**src/rtl/key_debounce_pulse.sv**
```systemverilog
// Push-button conditioner: 2-flop synchroniser, press/release debounce FSM,
// single-cycle strobe per accepted press, optional auto-repeat while held.
module key_debounce_pulse #(
  parameter int DEBOUNCE_CYC = 500000,
  parameter int REPEAT_EN    = 1,
  parameter int REPEAT_DELAY = 25000000,
  parameter int REPEAT_RATE  = 5000000
) (
  input  logic clk,
  input  logic rst,
  input  logic key_n,
  output logic pulse,
  output logic level,
  output logic held
);

  localparam int DB_W     = $clog2(DEBOUNCE_CYC) + 1;
  localparam int HOLD_MAX = (REPEAT_DELAY > REPEAT_RATE) ? REPEAT_DELAY : REPEAT_RATE;
  localparam int HOLD_W   = $clog2(HOLD_MAX) + 1;

  localparam logic [DB_W-1:0]   DB_LAST    = DB_W'(DEBOUNCE_CYC - 1);
  localparam logic [HOLD_W-1:0] DELAY_LAST = HOLD_W'(REPEAT_DELAY - 1);
  localparam logic [HOLD_W-1:0] RATE_LAST  = HOLD_W'(REPEAT_RATE - 1);

  typedef enum logic [1:0] {
    ST_RELEASED,
    ST_PRESS_CHK,
    ST_PRESSED,
    ST_RELEASE_CHK
  } state_t;

  logic [1:0]        r_sync;
  state_t            r_state;
  logic [DB_W-1:0]   r_db_cnt;
  logic [HOLD_W-1:0] r_hold_cnt;
  logic              r_pulse;
  logic              r_level;
  logic              r_held;

  state_t            w_state_next;
  logic [DB_W-1:0]   w_db_next;
  logic [HOLD_W-1:0] w_hold_next;
  logic              w_pulse_next;
  logic              w_level_next;
  logic              w_held_next;
  logic              w_s;
  logic              w_rep_hit;

  // Synchroniser resets to "released" so a key held through reset is seen as a fresh press.
  always_ff @(posedge clk or negedge rst) begin
    if (!rst) begin
      r_sync <= 2'b11;
    end else begin
      r_sync <= {r_sync[0], key_n};
    end
  end

  assign w_s       = r_sync[1];
  assign w_rep_hit = r_held ? (r_hold_cnt == RATE_LAST) : (r_hold_cnt == DELAY_LAST);

  always_ff @(posedge clk or negedge rst) begin
    if (!rst) begin
      r_state    <= ST_RELEASED;
      r_db_cnt   <= '0;
      r_hold_cnt <= '0;
      r_pulse    <= 1'b0;
      r_level    <= 1'b0;
      r_held     <= 1'b0;
    end else begin
      r_state    <= w_state_next;
      r_db_cnt   <= w_db_next;
      r_hold_cnt <= w_hold_next;
      r_pulse    <= w_pulse_next;
      r_level    <= w_level_next;
      r_held     <= w_held_next;
    end
  end

  always_comb begin
    w_state_next = r_state;
    w_db_next    = r_db_cnt;
    w_hold_next  = r_hold_cnt;
    w_pulse_next = 1'b0;
    w_level_next = r_level;
    w_held_next  = r_held;
    case (r_state)
      ST_RELEASED: begin
        if (!w_s) begin
          w_state_next = ST_PRESS_CHK;
          w_db_next    = '0;
        end
      end
      ST_PRESS_CHK: begin
        if (w_s) begin
          w_state_next = ST_RELEASED;
        end else if (r_db_cnt == DB_LAST) begin
          w_state_next = ST_PRESSED;
          w_pulse_next = 1'b1;
          w_level_next = 1'b1;
          w_hold_next  = '0;
        end else begin
          w_db_next = r_db_cnt + 1'b1;
        end
      end
      ST_PRESSED: begin
        // Release is checked first so it always beats a coincident repeat.
        if (w_s) begin
          w_state_next = ST_RELEASE_CHK;
          w_db_next    = '0;
        end else if (REPEAT_EN != 0) begin
          if (w_rep_hit) begin
            // With tiny delay/rate values, wait one cycle rather than strobe back-to-back.
            if (!r_pulse) begin
              w_pulse_next = 1'b1;
              w_held_next  = 1'b1;
              w_hold_next  = '0;
            end
          end else begin
            w_hold_next = r_hold_cnt + 1'b1;
          end
        end
      end
      ST_RELEASE_CHK: begin
        if (!w_s) begin
          w_state_next = ST_PRESSED;
        end else if (r_db_cnt == DB_LAST) begin
          w_state_next = ST_RELEASED;
          w_level_next = 1'b0;
          w_held_next  = 1'b0;
          w_hold_next  = '0;
        end else begin
          w_db_next = r_db_cnt + 1'b1;
        end
      end
      default: begin
        w_state_next = ST_RELEASED;
      end
    endcase
  end

  assign pulse = r_pulse;
  assign level = r_level;
  assign held  = r_held;

endmodule

```
**config.mk**
```make
export PLATFORM = sky130hd
export DESIGN_NAME = key_debounce_pulse
export DESIGN_NICKNAME = d
export VERILOG_FILES = /design/src/rtl/key_debounce_pulse.sv
export SDC_FILE = /design/constraint.sdc
export NUM_CORES = 1
export LEC_CHECK = 0
export ABC_CLOCK_PERIOD_IN_PS = 2400
export BUFFER_PORTS_ARGS = -buffer_cell sky130_fd_sc_hd__buf_4
export CAP_MARGIN = 20
export CELL_PAD_IN_SITES_DETAIL_PLACEMENT = 1
export CELL_PAD_IN_SITES_GLOBAL_PLACEMENT = 2
export CORE_UTILIZATION = 37
export CTS_BUF_LIST = sky130_fd_sc_hd__clkbuf_8
export DETAILED_ROUTE_END_ITERATION = 8
export GPL_TIMING_DRIVEN = 0
export PLACE_DENSITY_LB_ADDON = 0.25
export SYNTH_ARGS = -nofsm -noshare
export SYNTH_HDL_FRONTEND = slang
export SYNTH_SLANG_ARGS = --single-unit
```
**constraint.sdc**
```tcl
create_clock -name clk -period 2.4 [get_ports clk]
set_input_delay 0.24 -clock clk [delete_from_list [all_inputs] [get_ports clk]]
set_output_delay 0.24 -clock clk [all_outputs]
set_load 0.03 [all_outputs]
```
# Yosys cells after proc, flatten, opt, wreduce, memory -nomap -nowiden

Cells that the tools add are included.

Output and inout port bits: 3
Register bits after elaboration: 53

Reductions and logical operators: 9
Equal/unequal tests: 18
Add/subtract/negate cells: 2
Muxes and demuxes: 36

Operator list:

| cell                    | count |
|---|---|
| $mux W26                | 6 |
| $mux W20                | 5 |
| $pmux W20 S4            | 1 |
| $pmux W26 S3            | 1 |
| $add A26 B1 Y26 const B | 1 |
| $eq A26 B23 Y1 const B  | 1 |
| $eq A26 B25 Y1 const B  | 1 |
| $add A20 B1 Y20 const B | 1 |
| $eq A20 B19 Y1 const B  | 1 |
| $ne A2 B2 Y1 const B    | 9 |
| $mux W1                 | 13 |
| $mux W2                 | 6 |
| $reduce_and A5 Y1       | 2 |
| $ne A3 B3 Y1 const B    | 3 |
| $pmux W2 S4             | 1 |
| $reduce_and A4 Y1       | 2 |
| $pmux W1 S2             | 3 |
| $reduce_and A6 Y1       | 1 |
| $eq A2 B2 Y1 const B    | 2 |
| $reduce_bool A2 Y1      | 2 |
| $reduce_bool A3 Y1      | 1 |
| $eq A2 B1 Y1 const B    | 1 |
| $logic_not A2 Y1        | 1 |

# Longest topological paths before layout

Word-level depth: 5
Gate-level depth with buffers: 11
Gate-level depth less buffers: 8

# Least setup slack after synthesis

No wires, ideal clock.

Kind: register to register
Start: register r_db_cnt[11]
End: register r_hold_cnt[24]
Library setup time: 0.069 ns
Path buffers: 1
Period minus slack after synthesis: 2.404 ns
Data required time: 2.331 ns
Arrival time: 2.335 ns
Cell stages (with the launch flop): 8
Path slack: -0.004 ns
Cells stage by stage: dfrtp_1 -> or4b_4 -> nor4_4 -> a31oi_1 -> or3_1 -> buf_2 -> or4_1 -> nand3_1

Cells in the longest elaborated chain, start to end: 4
Elaborated cells between the ends (all ways): 5
Those cells by class: eq/ne (1); mux (4)

RTL lines:

| element                            | line    | source |
|---|---|---|
| start, declared                    | 34      | `logic [DB_W-1:0] r_db_cnt;` |
| start signal, assigned             | 71      | `r_db_cnt <= w_db_next;` |
| $eq A20 B19 Y1 (*)                 | 96, 126 |  |
| $mux W26 (*)                       | n/a     |  |
| $mux W26, on equally long branches | n/a     |  |
| $pmux W26 S3 (*)                   | n/a     |  |
| end signal, assigned               | 72      | `r_hold_cnt <= w_hold_next;` |
| end, declared                      | 35      | `logic [HOLD_W-1:0] r_hold_cnt;` |

Every way passes the cells marked *; elsewhere a longest branch is shown, timed or not. The select of a mux whose other input is x is not followed.
A chain may end at the register's enable or synchronous reset.

# Worst setup path in the final report

Start: register r_db_cnt[9]
End: register r_hold_cnt[22]

Same word-level chain as after synthesis.

==> reports/metrics.cfg <==
[timing]
slew_viol_final = 0
worstMarginPinSlew_ns = 0.794
slew_headroom = 0.471
clock.fmax_ghz = 0.406
setup_violations = 10
min_period_ns = 2.46
timing.final.crit_share = 1.03
rsz0062_at_grt = yes
skew_ns = 0.00590
hold_viol = 36
whs_ns = -0.0238
layout_setup_ws_ns = -0.0625

[synth]
netlist_top_cells_area = dfrtp_1 42%, a21oi_1 4.9%, nand2_1 4.4%, nor2_1 4.3%, nand3_1 3.9%
synth_top_family_by_area = simple AND/OR/NAND/NOR gates
synth-async-reset-ratio = 1.00
yosysWarnings = 0
synthSimpleGateAreaFrac = 0.290
synth_area_leader_cell = dfrtp_1
ys_ff_latch = 53
synth.area.mux_share = 0.0330
synth_top_area_share = 0.416
synth_edf_count = 0
netlist_area_mm2 = 0.00307
syn_area_per_cell_um2 = 8.74
synth_fa_ha_area_frac = 0.0245
synth_compound_area_frac = 0.135
yosysMostFrequentCell = dfrtp_1
synth_ff_type = dfrtp_1
synth_nets = 360
synth_commonest_cells = 51 x dfrtp_1, 36 x nand2_1, 35 x nor2_1
synth_xor_xnor_area_share = 0.0343
yosysSeqAreaShare = 0.433
ys_types = 55
syn_inst = 351

[global_route]
antenna_found_initial = 0
grt_max_degree = 54
grt_usage = 0.205
grt_first_pass_wirelength_mm = 14.1
grt_pass1_vias = 2804
grt-ovfl-total = 0

[floorplan]
coreArea_mm2 = 0.00789
ios = 6
rows = 32
fp.dieH_um = 93.0
dieArea_mm2 = 0.00866
die_x_um = 93.0
start_util = 0.389

[outcome]
status = finished with violations
violations = negative hold slack, negative setup slack

[worst_setup_path]
critical_path_class = reg2reg
worst_ep_required_time_ns = 2.64
r2r-start = r_db_cnt[9]
rrSetupSlack_ns = -0.06
crit_end = r_hold_cnt[22]
r2r_cells = 7
critPathMaxStageDelay_ns = 0.55
worstPathCellList = or4b_4 -> nor4_4 -> a31oi_2 -> or3_4 -> buf_6 -> or4_1 -> nand3_1
startpoint = r_db_cnt[9]
r2r_end = r_hold_cnt[22]
endpoint_kind = register
worstPathArrival_ns = 2.71
start_kind = register
worstPathMaxFanout = 5
crit_slowest_cell = or4b_4

[cells_and_area]
fill_cells = 900
multi_input_area_mm2 = 0.00181
diodes = 0
utilization = 0.484
syn2layout_area_growth_pct = 24.4
drive_above_1_share = 0.248
area.sequential_mm2 = 0.00133
nNetsFinal = 391

[clock_tree]
cts_tree = yes
root_buffer = clkbuf_8
cts_hold_buffers = 0
numCtsBuffers = 5
clkLatencyLatePin_ns = 0.30
cts_htree_levels = 2
cts_num_sinks = 53
clk_pin_slew_worst_paths_ns = 0.09
ctsLongestPathBuffers = 2

[placement]
port_buffers = 5
gp_congestion = 0.805
dp_hpwl_mm = 5.53

[power]
leakagePower_nw = 1.57
power.total_mw = 2.66
ir_drop_mv = 0.438
powerDensity_mw_per_mm2 = 697

[routing]
drtPass1Iterations = 4
ant_nets = 0
first_iter_violations = 147
vias = 2742
via_per_inst = 5.65
wl_per_cell_um = 18.0
drcViolationCount = 0
totalWireLength_mm = 8.71

[hold_path]
holdCritPathClass = in2async

[run]
max-cap-violations = 0

-- sequential cells by signal (all words and copies together), names as in the netlist, named ones only --
register	count
level	1
held	1
r_db_cnt	20
r_sync	2
pulse	1
r_state	1
r_hold_cnt	26
-- per-layer routing --
metal  share of wire  vias to the layer above  track usage
met5               0                        -            0
met4           0.010                        0       0.0346
li1                -                     1316            -
met2            0.53                       33        0.375
met3           0.022                        8       0.0268
met1            0.44                     1385        0.261
-- placed cells by master, fill, tap and decap left out, drive strengths merged, types with 6 or more instances in the layout --
cell	count
a21oi	30
nand4	14
mux2i	9
inv	19
nand2	36
nor3	9
nand3	24
xnor2	7
nor2	35
ha	6
o21ai	21
buf	34
clkbuf	11
dfrtp	51
or3	11
-- final cells by class --
cell class | instances | share of cell area
buffer | 12 | 0.0298
clock buffer | 7 | 0.0253
clock inverter | 1 | 0.00131
inverter | 19 | 0.0187
multi-input combinational | 265 | 0.474
sequential | 53 | 0.349
tap | 102 | 0.0335
timing repair buffer | 26 | 0.0682
-- worst min path at each step --
stage | startpoint | end | cells past startpoint
final | rst | r_hold_cnt[24] | 1
after detailed placement | rst | r_hold_cnt[23] | 1
after CTS | rst | r_hold_cnt[16] | 1
after global placement | rst | r_hold_cnt[22] | 1
after global routing | key_n | r_sync[0] | 1
after floorplan | rst | asynchronous set/reset pin | 0
-- worst max-delay path: cells and delay by family (launching register included) --
| family | cells | cell delay, ns |
|---|---|---|
| compound gates | 1 | 0.15 |
| buf+inv | 1 | 0.16 |
| simple gates | 5 | 1.69 |
| flops | 1 | 0.40 |
-- through the flow --
step / instances / TNS, ns / hold WS (ns) / setup WS (ns) / cell area [µm²]
finish: 485 / -0.177 / -0.0238 / -0.0625 / 3810
global route: 485 / -2.51 / 0.0236 / -0.177 / 3810
CTS: 478 / -3.03 / 0.00865 / -0.175 / 3570
detailed placement: 458 / -8.52 / 0.342 / -0.468 / 3230
global placement: 458 / -7.80 / 0.334 / -0.443 / 3230
floorplan: 351 / -0.00842 / -0.0556 / -0.00428 / 3070
-- power breakdown --
part	internal [mW]	total, mW	switching, mW
Combinational	0.454	1.08	0.629
Sequential	0.944	1.02	0.0746
Clock	0.262	0.556	0.294
Total	1.66	2.66	0.998
-- cell families after synthesis --
kind of cell | after synthesis
and+or+nand+nor | 166
AOI/OAI and AO/OA | 71
DFF | 53
buffers and inverters | 33
xor gates and xnor gates | 12
muxes | 10
adders and majority gates | 6
-- repair_timing --
action | in CTS | in global routing
pin swaps | 19 | 14
cloned | 3 | 1
setup buffers | 11 | 6
setup endpoints to repair | 33 | 43
gates resized for setup | 32 | 45
hold endpoints to repair | 0 | 0
Note: power is estimated with default switching activity, not from simulation.
